--- src/rtl/pddt_pkg.sv ---
// Shared types and defaults for the trigger path of the programmable delay timer.
package pddt_pkg;

  localparam int DEF_CNT_W       = 8;
  localparam int DEF_SYNC_STAGES = 2;

  // Debounce FSM states; clean level is high in STABLE_HI and QUAL_LO
  typedef enum logic [1:0] {
    STABLE_LO = 2'd0,
    QUAL_HI   = 2'd1,
    STABLE_HI = 2'd2,
    QUAL_LO   = 2'd3
  } cond_state_t;

endpackage

--- src/rtl/sync_bit.sv ---
// Single-bit flop-chain synchroniser for an asynchronous input.
module sync_bit #(
  parameter int SYNC_STAGES = 2
) (
  input  logic clk,
  input  logic reset,
  input  logic d,
  output logic q
);

  logic [SYNC_STAGES-1:0] chain;

  // Shift the raw input through the chain; stage 0 is the metastability catcher
  always_ff @(posedge clk) begin
    if (reset) chain <= '0;
    else       chain <= {chain[SYNC_STAGES-2:0], d};
  end

  assign q = chain[SYNC_STAGES-1];

endmodule

--- src/rtl/trigger_conditioner.sv ---
// Synchronises, polarity-corrects and debounces the external trigger, emitting a
// clean level plus rise/fall strobes with retrigger hold-off and a glitch counter.
module trigger_conditioner
  import pddt_pkg::*;
#(
  parameter int SYNC_STAGES = DEF_SYNC_STAGES,
  parameter int CNT_W       = DEF_CNT_W
) (
  input  logic             clk,
  input  logic             reset,
  input  logic             trig_raw,
  input  logic             polarity,
  input  logic             enable,
  input  logic [CNT_W-1:0] filt_len,
  input  logic [CNT_W-1:0] holdoff_len,
  output logic             trig_clean,
  output logic             trig_rise,
  output logic             trig_fall,
  output logic             holdoff_active,
  output logic [CNT_W-1:0] glitch_cnt
);

  logic             sync_q;
  logic             s;
  logic [CNT_W-1:0] n_m1;
  logic             qual_one;

  cond_state_t      state, state_nxt;
  logic [CNT_W-1:0] qual_cnt, qual_nxt;
  logic [CNT_W-1:0] hold_cnt, hold_nxt;
  logic             rise_go, fall_go, glitch_inc, rise_emit;

  sync_bit #(.SYNC_STAGES(SYNC_STAGES)) u_sync (
    .clk   (clk),
    .reset (reset),
    .d     (trig_raw),
    .q     (sync_q)
  );

  // Polarity is applied after the synchroniser so the chain only sees the pin
  assign s        = sync_q ^ polarity;
  // filt_len of 0 behaves like 1, so N-1 bottoms out at 0
  assign n_m1     = (filt_len == '0) ? '0 : filt_len - CNT_W'(1);
  assign qual_one = (n_m1 == '0);

  // Next-state, qualification count and strobe decisions
  always_comb begin
    state_nxt  = state;
    qual_nxt   = qual_cnt;
    rise_go    = 1'b0;
    fall_go    = 1'b0;
    glitch_inc = 1'b0;
    if (!enable) begin
      // Freeze: abandon any qualification without counting it as a glitch
      qual_nxt = '0;
      case (state)
        QUAL_HI: state_nxt = STABLE_LO;
        QUAL_LO: state_nxt = STABLE_HI;
        default: state_nxt = state;
      endcase
    end else begin
      case (state)
        STABLE_LO: if (s) begin
          if (qual_one) begin
            state_nxt = STABLE_HI;
            rise_go   = 1'b1;
          end else begin
            state_nxt = QUAL_HI;
            qual_nxt  = CNT_W'(1);
          end
        end
        QUAL_HI: begin
          if (s) begin
            // >= so a shortened filt_len completes an in-flight qualification
            if (qual_cnt >= n_m1) begin
              state_nxt = STABLE_HI;
              qual_nxt  = '0;
              rise_go   = 1'b1;
            end else begin
              qual_nxt = qual_cnt + CNT_W'(1);
            end
          end else begin
            state_nxt  = STABLE_LO;
            qual_nxt   = '0;
            glitch_inc = 1'b1;
          end
        end
        STABLE_HI: if (!s) begin
          if (qual_one) begin
            state_nxt = STABLE_LO;
            fall_go   = 1'b1;
          end else begin
            state_nxt = QUAL_LO;
            qual_nxt  = CNT_W'(1);
          end
        end
        QUAL_LO: begin
          if (!s) begin
            if (qual_cnt >= n_m1) begin
              state_nxt = STABLE_LO;
              qual_nxt  = '0;
              fall_go   = 1'b1;
            end else begin
              qual_nxt = qual_cnt + CNT_W'(1);
            end
          end else begin
            state_nxt  = STABLE_HI;
            qual_nxt   = '0;
            glitch_inc = 1'b1;
          end
        end
        default: begin
          state_nxt = STABLE_LO;
          qual_nxt  = '0;
        end
      endcase
    end
  end

  // Hold-off only gates the strobe; the level change still goes through
  assign rise_emit = rise_go && (hold_cnt == '0);
  assign hold_nxt  = rise_emit          ? holdoff_len :
                     (hold_cnt != '0)   ? hold_cnt - CNT_W'(1) : '0;

  // State, counters and registered outputs
  always_ff @(posedge clk) begin
    if (reset) begin
      state          <= STABLE_LO;
      qual_cnt       <= '0;
      hold_cnt       <= '0;
      trig_clean     <= 1'b0;
      trig_rise      <= 1'b0;
      trig_fall      <= 1'b0;
      holdoff_active <= 1'b0;
      glitch_cnt     <= '0;
    end else begin
      state          <= state_nxt;
      qual_cnt       <= qual_nxt;
      hold_cnt       <= hold_nxt;
      trig_clean     <= (state_nxt == STABLE_HI) || (state_nxt == QUAL_LO);
      trig_rise      <= rise_emit;
      trig_fall      <= fall_go;
      holdoff_active <= (hold_nxt != '0);
      if (glitch_inc && (glitch_cnt != '1)) glitch_cnt <= glitch_cnt + CNT_W'(1);
    end
  end

endmodule

--- config.mk ---
export PLATFORM = sky130hd
export DESIGN_NAME = trigger_conditioner
export DESIGN_NICKNAME = d
export VERILOG_FILES = /design/src/rtl/pddt_pkg.sv /design/src/rtl/sync_bit.sv /design/src/rtl/trigger_conditioner.sv
export SDC_FILE = /design/constraint.sdc
export NUM_CORES = 1
export LEC_CHECK = 0
export CAP_MARGIN = 10
export CORE_ASPECT_RATIO = 1.25
export CORE_MARGIN = 4
export CORE_UTILIZATION = 50
export CTS_BUF_LIST = sky130_fd_sc_hd__clkbuf_2
export CTS_CLUSTER_DIAMETER = 200
export CTS_CLUSTER_SIZE = 20
export DETAILED_ROUTE_END_ITERATION = 8
export PLACE_DENSITY = 0.76
export SETUP_SLACK_MARGIN = 0.1
export SKIP_LAST_GASP = 1
export SYNTH_ARGS = -nofsm -noshare
export SYNTH_HDL_FRONTEND = slang
export SYNTH_SLANG_ARGS = --single-unit
--- constraint.sdc ---
create_clock -name clk -period 6.1 [get_ports clk]
set_input_delay 1.22 -clock clk [delete_from_list [all_inputs] [get_ports clk]]
set_output_delay 1.22 -clock clk [all_outputs]
set_load 0.1 [all_outputs]
## Word-level counts from Yosys, hierarchy flattened

Index checks and enable logic that the tools add are counted.
W data, S select, Z words.

| cells by class | value |
|---|---|
| bitwise logic cells | 2 |
| $lt $le $gt $ge | 1 |
| eq/ne operators | 8 |
| $add $sub $neg | 4 |
| reductions and logical operators | 11 |
| multiplexer cells | 34 |

Operators with widths:

| operator | count |
|---|---|
| $mux W8 | 9 |
| $pmux W8 S4 | 1 |
| $logic_not A8 Y1 | 3 |
| $mux W2 | 9 |
| $add A8 B1 Y8 const B | 2 |
| $reduce_bool A8 Y1 | 2 |
| $sub A8 B1 Y8 const B | 2 |
| $mux W1 | 10 |
| $eq A2 B2 Y1 const B | 4 |
| $ge A8 B8 Y1 | 1 |
| $ne A8 B8 Y1 const B | 1 |
| $pmux W2 S4 | 1 |
| $pmux W1 S2 | 3 |
| $ne A2 B2 Y1 const B | 2 |
| $pmux W2 S2 | 1 |
| $eq A2 B1 Y1 const B | 1 |
| $logic_and A1 B1 Y1 | 2 |
| $logic_not A2 Y1 | 1 |
| $reduce_and A2 Y1 | 1 |
| $reduce_or A2 Y1 | 1 |
| $logic_or A1 B1 Y1 | 1 |
| $not A1 Y1 | 1 |
| $xor A1 B1 Y1 | 1 |

| storage, ports and cells | value |
|---|---|
| output and inout port bits | 12 |
| flip-flop bits (word level) | 32 |

## Longest topological paths before layout

| depth | value |
|---|---|
| word-level depth | 10 |
| depth in mapped cells | 13 |
| depth with buffers taken out | 12 |

## Cells and area by module

Synthesis repeated with hierarchy kept, for this count alone.

| second synthesis, totals | value |
|---|---|
| cells, all modules | 217 |
| area total of the unflattened synthesis | 1943.1 µm² |

By module, submodules not included:

| module | area each (µm²) | instances | cells an instance |
|---|---|---|---|
| trigger_conditioner | 1890.6 | 1 | 213 |
| sync_bit | 52.6 | 1 | 4 |

## Least setup slack after synthesis

OpenSTA, ideal clock, no wires.

| timing | value |
|---|---|
| path kind | input-to-reg |
| start | input port filt_len[0] |
| end | register trig_clean |
| slack | 1948 ps |
| stages on the path | 13 |
| arrival time | 4028 ps |
| path buffers | 1 |
| required time | 5977 ps |
| cells stage by stage | inv_1 -> ha_1 -> clkbuf_1 -> nand2_1 -> or3_1 -> nor3_1 -> nor2_1 -> ha_1 -> nand2b_1 -> a2111oi_0 -> o211a_1 -> nor3b_2 -> mux2_1 |

| between the ends | value |
|---|---|
| word-level cells in the longest chain between the ends | 9 |
| elaborated cells between the ends (all ways) | 18 |
| those cells by class | 1 x add/sub; 1 x order compare; 2 x eq/ne; 11 x mux; 3 x reduce/logical |

RTL lines:

| what | RTL line | RTL |
|---|---|---|
| from (decl) | trigger_conditioner.sv:14 | `input logic [CNT_W-1:0] filt_len,` |
| $sub A8 B1 Y8 / $logic_not A8 Y1 (equally long branches) | trigger_conditioner.sv:43 | `assign n_m1 = (filt_len == '0) ? '0 : filt_len - CNT_W'(1);` |
| $mux W8 (*) | trigger_conditioner.sv:43 |  |
| $ge A8 B8 Y1 / $logic_not A8 Y1 (equally long branches) | trigger_conditioner.sv:75, trigger_conditioner.sv:99, trigger_conditioner.sv:44 |  |
| $mux W2, on equally long branches (2 in a row) | -- |  |
| $pmux W2 S4 (*) | trigger_conditioner.sv:62 | `case (state)` |
| $mux W2 (*) | trigger_conditioner.sv:53 | `if (!enable) begin` |
| $eq A2 B2 Y1 | trigger_conditioner.sv:140 | `trig_clean <= (state_nxt == STABLE_HI) \|\| (state_nxt == QUAL_LO);` |
| $logic_or A1 B1 Y1 (*) | trigger_conditioner.sv:140 |  |
| to (signal assigned) | trigger_conditioner.sv:140 |  |
| to (decl) | trigger_conditioner.sv:16 | `output logic trig_clean,` |

Mark *: on every way between the ends. The rest lies on a longest branch, timed or not.
A chain may end at the register's enable or synchronous reset.

## Final worst setup path

| timing | value |
|---|---|
| start | input port filt_len[0] |
| end | register qual_cnt[7] |

| between the ends | value |
|---|---|
| word-level cells in the longest chain between the ends | 6 |
| elaborated cells between the ends (all ways) | 12 |
| those cells by class | 1 x add/sub; 1 x order compare; 8 x mux; 2 x reduce/logical |

RTL lines:

| what | RTL line | RTL |
|---|---|---|
| $sub A8 B1 Y8 / $logic_not A8 Y1 (equally long branches) | trigger_conditioner.sv:43 |  |
| $mux W8 (*) | trigger_conditioner.sv:43 |  |
| $ge A8 B8 Y1 / $logic_not A8 Y1 (equally long branches) | trigger_conditioner.sv:75, trigger_conditioner.sv:99, trigger_conditioner.sv:44 |  |
| $mux W8, on equally long branches (2 in a row) | -- |  |
| $pmux W8 S4 (*) | trigger_conditioner.sv:62 |  |
| to (signal assigned) | trigger_conditioner.sv:138 | `qual_cnt <= qual_nxt;` |
| to (decl) | trigger_conditioner.sv:29 | `logic [CNT_W-1:0] qual_cnt, qual_nxt;` |

Mark *: on every way between the ends. The rest lies on a longest branch, timed or not. The select of a mux whose other input is x is not followed.

==> metrics.cfg <==
[outcome]
status=completed

[route]
dr.pass1.iters=4
wl_um=3920
drcViolationCount=0
post_drt_wl_per_cell_um=13.5
route.met3.wl_um=185
vias=1715
detail_route.vias_per_cell=5.91
wl_met1_um=1700
top_layer=met4
antenna_left=0
wl_met2_um=1920
drt_iter0_markers=90

[global_route]
grt_max_degree=18
track_usage_pct=17.3
grt_pass1_vias=1631
grt_overflow=0
grt_first_pass_wirelength_um=6860
antenna_found_initial=0

[logic_synthesis]
ys_ff_latch=32
yosysWarnings=0
synth-main-ff-cell=dfxtp_1
synth_top_cell_by_area=dfxtp_1
synthTopCellsByArea=dfxtp_1 (33%), ha_1 (7.8%), o2bb2ai_1 (4.1%)
netlist_area_um2=1920
synth.top_cell.area_share_pct=33.3
synth-edff-count=0
syn-mean-instance-area_um2=8.90
synthArstFlopShare_pct=0
ys_types=49
synthCells=216
syn_nets=249
seq_area_frac_synth_pct=33.3

[sta]
hold_viol=0
clock_skew_ps=18.7
maxSlewViolCount=0
slew_headroom_pct=35.1
setup_ws_ps=1480
fin_crit_ps=4620
finalSetupViolCount=0
min_period_over_period_pct=75.7
setup_tns_ps=0
fmax_mhz=217
tightest_slew_ps=970
rsz0062_at_grt=false

[final_layout]
syn_to_final_growth_pct=21.5
fillCellCount=324
fin_util_pct=64.8
drive_gt1_share_pct=7.57
antenna_cells=0
multi_input_area_um2=1230
fin_nets=283
final-seq-area_um2=641

[cts]
hold_buffers=0
numCtsBuffers=5
path_clk_slew_ps=180
cts_tree=yes
post_cts_buffers=0
cts_resized=0
clock-root-buffer=clkbuf_2
cts_max_level=2
cts_sinks=32
cts_max_path_buffers=2
clk_latency_ps=380

[min_path]
worstHoldPathCells=1
min-delay-path-class=flop to flop

[critical_path]
slowest_stage=a2111oi_0
path_cells=clkdlybuf4s50_1 -> inv_1 -> ha_1 -> nand2_1 -> or3_1 -> nor3_1 -> nor2_1 -> ha_1 -> nand2b_1 -> a2111oi_0 -> o21ai_1 -> nor2_1 -> a221o_1
arrival_ps=4930
critPathTopFamily=simple AND/OR/NAND/NOR gates
critPathKind=input pin to flop
crit_fanout=7
ff2ff_setup_slack_ps=3630
start_kind=input pin
crit_required_ps=6420
worstRegToRegCells=7
endpoint_kind=flop
worstSetupPathDepth=13
worst-path-buf-inv=2
critPathMaxStageDelay_ps=570

[power_and_ir_drop]
max-vdd-ir-drop_v=0.000138
p_per_area_nw_per_um2=263
p_leak_uw=0.000854

[floorplan]
die_y_um=77.3
row_count=24
die-area_um2=4910
start_util_pct=53.4
die-width_um=63.5
core-area_um2=3600
io_pins=33

[placed_design]
gp_congestion=0.802
dp_hpwl_um=3020
preCtsSetupSlack_ps=1100
io_buffers=32

[flow_run]
drv_cap=0

[where the power goes]
part	switching (µW)	internal [µW]	total, µW
clock	73.5	70.6	144
sequential	23.3	234	258
combinational	117	95.0	212
total	214	400	614
[path summary, 6_finish.rpt]
path | startpoint | to
worst max-delay path | filt_len[0] | qual_cnt[7]
worst min-delay path | u_sync.chain[0] | u_sync.chain[1]
worst max register to register | qual_cnt[0] | qual_cnt[7]
worst min register to register | u_sync.chain[0] | u_sync.chain[1]
[stage by stage]
| stage | area, µm² | power, µW | hold slack (ps) | instances |
|---|---|---|---|---|
| 2_1_floorplan | 1920 | 424 | 414 | 216 |
| 3_5_place_dp | 2270 | 476 | 432 | 282 |
| 4_1_cts | 2340 | 621 | 439 | 290 |
| 3_3_place_gp | 2270 | 474 | 425 | 282 |
| 6_report | 2340 | 614 | 434 | 290 |
| 5_1_grt | 2340 | 664 | 449 | 290 |
[cells in the mapped netlist (all sizes together), types with 2 or more instances]
cell type and number:
a21oi 10, xnor2 7, nor3b 5, nor4 9, clkbuf 2, inv 8
buf 3, a31oi 3, or4 4, dfxtp 32, o21a 3, nor3 13
nand4 2, a221o 4, nand2b 4, o21ai 6, xor2 4, or2 2
nand2 17, nor2 18, o31ai 3, o2bb2ai 9, nand3 6, or3 5
mux2 2, ha 12, nor2b 5, a22o 3, mux2i 5
[area by class of cell]
type	instances	area share [%]
Clock inverter	2	1.50
Clock buffer	6	1.29
Timing Repair Buffer	32	13.7
Tap cell	39	2.09
Sequential cell	32	27.4
Inverter	8	1.29
Multi-Input combinational cell	171	52.7
[state kept, by name, summed over array words and instances (netlist names)]
signal          count
glitch_cnt          8
hold_cnt            8
qual_cnt            8
state               2
u_sync.chain        2
holdoff_active      1
trig_clean          1
trig_fall           1
trig_rise           1
[routing by layer]
layer / global-route usage [%] / vias up
met4: 9.29 / 0
met1: 18.5 / 787
met5: 0 / -
met2: 30.5 / 37
li1: - / 881
met3: 4.77 / 10
[layout by cell type, fill, tap and decap left out, types with 4 or more instances in the layout]
master	netlist	final
o21ai_0	5	5
a21oi_1	10	10
mux2i_1	5	5
nand3_1	6	6
o2bb2ai_1	9	9
or3_1	5	5
nor2b_1	5	5
nand2_1	17	17
nor3b_1	4	4
nor3_1	12	12
inv_1	8	8
dfxtp_1	32	32
clkbuf_2	0	6
xnor2_1	7	7
ha_1	12	12
nor4_1	8	8
clkdlybuf4s50_1	0	32
a221o_1	4	4
nand2b_1	4	4
xor2_1	4	4
nor2_1	18	18
[cell families (layout without fill, tap and decap cells)]
family,count (synthesis),in the layout,synth area share (%)
and+or+nand+nor,93,93,26.7
AOI/OAI and AO/OA,47,47,19.6
DFF,32,32,33.3
buffers and inverters,13,48,2.67
adders and majority gates,12,12,7.81
xor gates and xnor gates,12,12,6.18
muxes,7,7,3.77
[worst register-to-register path: cells and delay by family (launching register included)]
kind	cells	cell delay (ps)
AOI/OAI and AO/OA	3	1070
adders and majority gates	1	280
buffers and inverters	1	70
DFF	1	450
and+or+nand+nor	2	570
(Power assumes the default switching activity.)
